==> config.mk <==
export PLATFORM = sky130hd
export DESIGN_NAME = or1200_fwd_ctrl
export DESIGN_NICKNAME = d
export VERILOG_FILES = /design/src/rtl/or1200_fwd_ctrl_pkg.sv /design/src/rtl/or1200_fwd_sel.sv /design/src/rtl/or1200_fwd_ctrl.sv
export SDC_FILE = /design/constraint.sdc
export NUM_CORES = 1
export LEC_CHECK = 0
export BUFFER_PORTS_ARGS = -buffer_cell sky130_fd_sc_hd__buf_2
export CAP_MARGIN = 30
export CORE_ASPECT_RATIO = 0.9
export CORE_UTILIZATION = 55
export CTS_BUF_LIST = sky130_fd_sc_hd__clkbuf_8 sky130_fd_sc_hd__clkbuf_16
export DETAILED_ROUTE_END_ITERATION = 10
export PLACE_DENSITY_LB_ADDON = 0.1
export SETUP_SLACK_MARGIN = 0.2
export SYNTH_ARGS = -nofsm -noshare
export SYNTH_HDL_FRONTEND = slang
export SYNTH_HIERARCHICAL = 1
export SYNTH_SLANG_ARGS = --single-unit
==> constraint.sdc <==
create_clock -name clk -period 2.6 [get_ports clk]
set_input_delay 0.39 -clock clk [delete_from_list [all_inputs] [get_ports clk]]
set_output_delay 0.39 -clock clk [all_outputs]
set_load 0.005 [all_outputs]
==> src/rtl/or1200_fwd_ctrl_pkg.sv <==
// Shared definitions for the OR1200 operand-forwarding controller:
// select encodings, FSM states and default widths.
package or1200_fwd_ctrl_pkg;

    localparam int OR1200_AW        = 5;
    localparam int OR1200_SEL_WIDTH = 2;

    typedef logic [OR1200_SEL_WIDTH-1:0] sel_t;

    localparam sel_t OR1200_SEL_RF      = 2'd0;
    localparam sel_t OR1200_SEL_IMM     = 2'd1;
    localparam sel_t OR1200_SEL_EX_FORW = 2'd2;
    localparam sel_t OR1200_SEL_WB_FORW = 2'd3;

    typedef enum logic {
        RUN     = 1'b0,
        LU_WAIT = 1'b1
    } fwd_state_t;

    // A bubble moves every producer one stage further down the pipe.
    function automatic sel_t sel_age(input sel_t sel);
        case (sel)
            OR1200_SEL_EX_FORW: sel_age = OR1200_SEL_WB_FORW;
            OR1200_SEL_WB_FORW: sel_age = OR1200_SEL_RF;
            default:            sel_age = sel;
        endcase
    endfunction

endpackage

==> src/rtl/or1200_fwd_sel.sv <==
// Hit detection and select priority for one source operand.
module or1200_fwd_sel
    import or1200_fwd_ctrl_pkg::*;
#(
    parameter int AW        = OR1200_AW,
    parameter int SEL_WIDTH = OR1200_SEL_WIDTH
) (
    input  logic                 rd_en,
    input  logic                 imm,
    input  logic [AW-1:0]        src_addr,
    input  logic                 id_wb_en,
    input  logic [AW-1:0]        id_wb_addr,
    input  logic                 ex_wb_en,
    input  logic [AW-1:0]        ex_wb_addr,
    output logic [SEL_WIDTH-1:0] sel
);

    logic src_nz;
    logic id_hit;
    logic ex_hit;

    // r0 is hardwired to zero, so it never forwards.
    assign src_nz = |src_addr;
    assign id_hit = rd_en && src_nz && id_wb_en && (id_wb_addr == src_addr);
    assign ex_hit = rd_en && src_nz && ex_wb_en && (ex_wb_addr == src_addr);

    always_comb begin
        sel = OR1200_SEL_RF;
        if (imm)
            sel = OR1200_SEL_IMM;
        else if (id_hit)
            sel = OR1200_SEL_EX_FORW;
        else if (ex_hit)
            sel = OR1200_SEL_WB_FORW;
    end

endmodule

==> src/rtl/or1200_fwd_ctrl.sv <==
// Operand-forwarding controller: tracks ID/EX destinations, registers the
// operand selects for the instruction in ID and requests load-use stalls.
//
// state   | meaning
// RUN     | normal issue, no outstanding load-use hazard
// LU_WAIT | consumer waits in ID for the load in EX to reach WB
module or1200_fwd_ctrl
    import or1200_fwd_ctrl_pkg::*;
#(
    parameter int AW        = OR1200_AW,
    parameter int SEL_WIDTH = OR1200_SEL_WIDTH,
    parameter int CW        = 16
) (
    input  logic                 clk,
    input  logic                 rst,
    input  logic                 id_freeze,
    input  logic                 ex_freeze,
    input  logic                 flushpipe,
    input  logic [AW-1:0]        if_rfa_addr,
    input  logic [AW-1:0]        if_rfb_addr,
    input  logic                 if_rfa_en,
    input  logic                 if_rfb_en,
    input  logic                 if_imm,
    input  logic                 if_wb_en,
    input  logic [AW-1:0]        if_wb_addr,
    input  logic                 if_load,
    output logic [SEL_WIDTH-1:0] sel_a,
    output logic [SEL_WIDTH-1:0] sel_b,
    output logic                 lu_stall,
    output logic [CW-1:0]        lu_stall_cnt
);

    logic                 id_wb_en;
    logic [AW-1:0]        id_wb_addr;
    logic                 id_load;
    logic                 ex_wb_en;
    logic [AW-1:0]        ex_wb_addr;
    logic                 ex_load;
    logic [SEL_WIDTH-1:0] sel_a_new;
    logic [SEL_WIDTH-1:0] sel_b_new;
    logic                 lu_hit;
    fwd_state_t           state;
    fwd_state_t           state_nxt;

    or1200_fwd_sel #(.AW(AW), .SEL_WIDTH(SEL_WIDTH)) u_sel_a (
        .rd_en      (if_rfa_en),
        .imm        (1'b0),
        .src_addr   (if_rfa_addr),
        .id_wb_en   (id_wb_en),
        .id_wb_addr (id_wb_addr),
        .ex_wb_en   (ex_wb_en),
        .ex_wb_addr (ex_wb_addr),
        .sel        (sel_a_new)
    );

    or1200_fwd_sel #(.AW(AW), .SEL_WIDTH(SEL_WIDTH)) u_sel_b (
        .rd_en      (if_rfb_en),
        .imm        (if_imm),
        .src_addr   (if_rfb_addr),
        .id_wb_en   (id_wb_en),
        .id_wb_addr (id_wb_addr),
        .ex_wb_en   (ex_wb_en),
        .ex_wb_addr (ex_wb_addr),
        .sel        (sel_b_new)
    );

    // Load data is not available for EX forwarding, only from WB.
    assign lu_hit = id_load &&
                    ((sel_a_new == OR1200_SEL_EX_FORW) || (sel_b_new == OR1200_SEL_EX_FORW));

    always_comb begin
        state_nxt = state;
        if (flushpipe) begin
            state_nxt = RUN;
        end else begin
            case (state)
                RUN: begin
                    if (!id_freeze && lu_hit)
                        state_nxt = LU_WAIT;
                end
                LU_WAIT: begin
                    if (!ex_freeze)
                        state_nxt = (!id_freeze && lu_hit) ? LU_WAIT : RUN;
                end
                default: state_nxt = RUN;
            endcase
        end
    end

    always_ff @(posedge clk or posedge rst) begin
        if (rst)
            state <= RUN;
        else
            state <= state_nxt;
    end

    assign lu_stall = (state == LU_WAIT);

    always_ff @(posedge clk or posedge rst) begin
        if (rst) begin
            id_wb_en   <= 1'b0;
            id_wb_addr <= '0;
            id_load    <= 1'b0;
            ex_wb_en   <= 1'b0;
            ex_wb_addr <= '0;
            ex_load    <= 1'b0;
            sel_a      <= OR1200_SEL_RF;
            sel_b      <= OR1200_SEL_RF;
        end else if (flushpipe) begin
            id_wb_en   <= 1'b0;
            id_load    <= 1'b0;
            ex_wb_en   <= 1'b0;
            ex_load    <= 1'b0;
            sel_a      <= OR1200_SEL_RF;
            sel_b      <= OR1200_SEL_RF;
        end else begin
            if (!id_freeze) begin
                id_wb_en   <= if_wb_en;
                id_wb_addr <= if_wb_addr;
                id_load    <= if_load;
                sel_a      <= sel_a_new;
                sel_b      <= sel_b_new;
            end else if (!ex_freeze) begin
                sel_a      <= sel_age(sel_a);
                sel_b      <= sel_age(sel_b);
            end
            if (!ex_freeze) begin
                if (!id_freeze) begin
                    ex_wb_en   <= id_wb_en;
                    ex_wb_addr <= id_wb_addr;
                    ex_load    <= id_load;
                end else begin
                    ex_wb_en   <= 1'b0;
                    ex_load    <= 1'b0;
                end
            end
        end
    end

    // Flush leaves the statistic alone; only reset clears it.
    always_ff @(posedge clk or posedge rst) begin
        if (rst)
            lu_stall_cnt <= '0;
        else if (lu_stall && (lu_stall_cnt != {CW{1'b1}}))
            lu_stall_cnt <= lu_stall_cnt + CW'(1);
    end

endmodule

# [After elaboration in Yosys (flattened, before gate mapping)]
# Cells that the tools add are included.
[totals] ff_bits=34 wordCells=75 output_inout_bits=21 input_bits=25
[op_classes] addsub=1 n_bitwise=4 eq_ne=16 n_mux=24 reduce_logical=21
[op_table] operator="2-to-1 mux 2 bit" count=11
[op_table] operator="== test 5 bit" count=4
[op_table] operator="adder 16 x 1 -> 16 bit (second input constant)" count=1
[op_table] operator="!= test 16 bit (second input constant)" count=1
[op_table] operator="logical AND 1 bit" count=13
[op_table] operator="== test 2 bit (second input constant)" count=6
[op_table] operator="2-to-1 mux 1 bit" count=10
[op_table] operator="OR reduction 5 bit" count=2
[op_table] operator="!= test 4 x 1 -> 1 bit (second input constant)" count=2
[op_table] operator="case mux 2 bit (2 select lines)" count=2
[op_table] operator="AND reduction 2 bit" count=3
[op_table] operator="!= test 2 x 1 -> 1 bit (second input constant)" count=2
[op_table] operator="NOT 1 bit" count=4
[op_table] operator="!= test 3 x 2 -> 1 bit (second input constant)" count=1
[op_table] operator="AND reduction 3 bit" count=1
[op_table] operator="case mux 1 bit (2 select lines)" count=1
[op_table] operator="logical NOT 1 bit" count=1
[op_table] operator="logical OR 1 bit" count=1

# [Longest topological paths before layout]
[depth] ltp_word=15 mapped_depth=8 mapped_depth_nobuf=8

# [By module]
# The synthesis kept the hierarchy.
[by_module_without_submodules] mod="or1200_fwd_ctrl" area_each_um2=1559.0 cells_per_inst=139 seq_area_each_um2=850.8 instances=1
[by_module_without_submodules] mod="or1200_fwd_sel" area_each_um2=158.9 cells_per_inst=22 seq_area_each_um2=0.0 instances=2

# [Worst setup path before layout]
# No wires, ideal clock.
[synth_timing] path_type="flip-flop to flip-flop" startpoint="register lu_stall_cnt[0]" endpoint="register lu_stall_cnt[15]" path_stages_with_launch=6 synth_period_minus_slack_ps=1588 arrival_time_ps=1450 n_path_buf=0 slack_ps=1012 setup_ps=138 t_required_ps=2462 cell_sequence="dfrtp_1 ha_1 nand4_1 o41ai_4 nor4bb_1 xor2_1"
[synth_via] elab_chain_len=2 elab_cells_between_ends=3 cone_classes="add/sub: 1; eq/ne: 1; reduce/logical: 1"
[synth_lines] item="start, declared" line_no="or1200_fwd_ctrl.sv:30" rtl="output logic [CW-1:0] lu_stall_cnt"
[synth_lines] item="start signal, assigned" line_no="or1200_fwd_ctrl.sv:145" rtl="lu_stall_cnt <= lu_stall_cnt + CW'(1);"
[synth_lines] item="parallel branches: the longest is 2 deep, another holds adder 16 x 1 -> 16 bit"
# Several ways; the timed one is not identified.
# A chain may end at the register's enable or synchronous reset.

# [Worst setup path after layout]
# Same ends and word-level chain as after synthesis.

==> summary.md <==
| Metric | Value |
|---|---|
| FF-to-FF setup slack | 0.76 ns |
| Nets | 260 |
| Starting density of the core | 59.4% |
| CTS resizes | 0 |
| Initial antenna violation count | 0 |
| Clock Latency Late Sink | 0.29 ns |
| CP arrival | 1.99 ns |
| Hpwl dp | 3190 µm |
| GRT overflow | 0 |
| Worst slew margin | 53.9% |
| First-pass GRT wire length | 6840 µm |
| # Max-Cap Violations | 0 |
| Wire per inst | 15.1 µm |
| Clk slew on worst S/H paths | 0.07 ns |
| RSZ-0062 raised after global routing | no |
| CTS H-Tree Depth | 2 |
| Tightest Pin Transition | 0.687 ns |
| Final Hold Fails | 0 |
| Die area | 0.00365 mm² |
| Core Region | 0.00316 mm² |
| Drt initial violations | 83 |
| Max Clock Freq | 0.545 GHz |
| Sequential share of the synthesized area | 45.3% |
| Number of diodes | 0 |
| Clock Path Buffers | 2 |
| Tcrit/Tclk final | 70.6% |
| Via density per instance | 5.70 |
| DR pass1 iterations | 4 |
| Worst EP required | 2.76 ns |
| CTS Hold Bufs | 0 |
| Max-slew violation count | 0 |
| Synth warnings | 6 |
| RR Endpoint | lu_stall_cnt[15] |
| WL final | 4190 µm |
| Worst-path cell chain | ha_1 -> nand4_1 -> o41ai_4 -> nor4bb_1 -> xor2_1 |
| Total number of vias | 1580 |
| Worst-path maximum fanout | 8 |
| DRC errors left | 0 |
| LEAKAGE | 1.07 nW |
| Final min period | 1.84 ns |
| Overall routing resource usage | 25.1% |
| Root Driver | clkbuf_8 |
| I/O Pins | 46 |
| GPL Wtd Cong | 0.842 |
| Cell Area, Synth | 0.00188 mm² |
| Synthesis-stage register bit count | 34 |
| DRT antenna net count | 0 |
| Mapped Cells | 183 |
| Status | completed |
| I/O Buffers | 45 |
| Final setup vio count | 0 |
| Fillers | 236 |
| Die H | 57.4 µm |
| Slowest stage delay, CP | 0.51 ns |
| Post-synthesis average cell area | 10.3 µm² |
| Post-CTS Setup Bufs | 0 |
| RR Startpoint | lu_stall_cnt[0] |
| Worst vdd ir | 398 µV |
| Vias in the first global route | 1497 |
| Distinct cells, synth | 33 |
| Num CTS Buffers | 5 |
| Row Count | 19 |
| Die W | 63.6 µm |
| Share of cells above drive strength 1 | 28.5% |
| Slowest stage cell, crit path | o41ai_4 |
| Power, Total | 1.20 mW |
| Worst Setup Start Kind | flop |
| Cell Pwr Density | 534 mW/mm² |
| FF-to-FF path depth | 5 |
| Synth async-reset ratio | 100% |
| Ys flop type | dfrtp_1 |
| Worst setup EP type | flop |
| Pin count of the biggest net entering global routing | 35 |
| Hold Path Class | input port to asynchronous set/reset pin |
| Fin Setup TNS | 0 ns |
| WS Path Type | flop to flop |
| Clock sink total | 34 |
| Clk_skew | 0.00595 ns |
| Post-synth EDFFs | 0 |
| CTS tree | done |
| Synth-to-layout area growth | 19.7% |
cell usage in the layout, fill, tap and decap left out, types with 7 or more instances in the layout:
cell	n
nor2_1	13
nand4_1	7
mux2_2	10
a21oi_1	7
inv_1	9
nand2_1	18
buf_2	45
dfrtp_1	34
nor3_1	8
xnor2_1	14
xor2_1	19
how the worst max path moves through the flow:
| stage | endpoint | slack (ns) | from |
|---|---|---|---|
| 6_report | lu_stall_cnt[15] | 0.76 | lu_stall_cnt[0] |
| 5_1_grt | lu_stall_cnt[15] | 0.59 | lu_stall_cnt[0] |
| 4_1_cts | lu_stall_cnt[15] | 0.76 | lu_stall_cnt[0] |
| 3_5_place_dp | lu_stall | 0.75 | if_rfb_addr[2] |
| 3_3_place_gp | lu_stall | 0.82 | if_rfa_addr[2] |
| 2_1_floorplan | lu_stall_cnt[15] | 1.01 | lu_stall_cnt[0] |
through the flow:
step | hold WS (ns) | std cells | utilization (%) | setup WS, ns | area, µm²
after floorplan | 0.490 | 184 | - | 1.01 | 1880
after global placement | 0.493 | 269 | 68.1 | 0.824 | 2150
after detailed placement | 0.501 | 269 | 68.1 | 0.753 | 2150
after CTS | 0.192 | 277 | 71.0 | 0.756 | 2250
after global routing | 0.219 | 277 | 71.0 | 0.595 | 2250
final | 0.180 | 277 | 71.0 | 0.764 | 2250
routing by layer:
metal  share of wire (%)  track usage [%]
met1                  46             32.6
met2                  47             39.8
met3                 4.7             7.80
met4                 2.2             8.77
met5                   0                0
critical path, delay by kind of cell (launching register included):
kind,cells,cell delay (ns)
AO/OA/AOI/OAI,1,0.51
flip-flops,1,0.42
AND/OR/NAND/NOR,2,0.35
adder cells (fa/ha/maj),1,0.24
XOR/XNOR,1,0.18
layout make-up:
cell class / count / area (µm²) / area share [%]
flip-flops and latches: 34 / 851 / 37.9
clock inverters: 2 / 8.76 / 0.390
multi-input cells: 139 / 988 / 44.0
well taps: 42 / 52.6 / 2.34
clock buffers: 6 / 82.6 / 3.68
repair buffers: 46 / 233 / 10.4
inverters: 8 / 30.0 / 1.34
cells by family after synthesis:
kind of cell    Yosys count  share of synthesized area (%)
simple gates             67                           18.9
flops                    34                           45.3
xor+xnor                 33                           15.4
compound gates           22                           9.20
mux                      14                           8.13
buf+inv                  11                           2.20
fa+ha+maj                 1                          0.667
other cells               1                          0.200
registers in the layout, indices dropped and copies added (netlist names):
name,count
id_load,1
sel_a,2
lu_stall_cnt,16
id_wb_addr,5
lu_stall,1
ex_wb_addr,5
id_wb_en,1
sel_b,2
ex_wb_en,1
Yosys cell counts, types with 2 or more instances:
master	instances	area (µm²)
and3_1	5	31.3
nor3_1	8	40.0
a211oi_1	3	22.5
a31o_1	2	17.5
mux2_2	10	113
a31oi_1	2	12.5
xnor2_1	14	123
mux2i_1	4	40.0
nand2_1	18	67.6
o211ai_1	2	15.0
nand4_1	7	43.8
xor2_1	19	166
nor4_1	4	25.0
a21oi_1	7	35.0
nand3_1	4	20.0
nor4_2	2	25.0
nor2b_1	2	12.5
clkbuf_1	3	11.3
inv_1	8	30.0
dfrtp_1	34	851
nor2_1	13	48.8
power by group:
group / internal [mW] / switching, mW / total (mW)
combinational: 0.0943 / 0.0920 / 0.186
clock: 0.209 / 0.184 / 0.393
sequential: 0.567 / 0.0526 / 0.619
No activity file was read; power rests on OpenSTA's default activity.
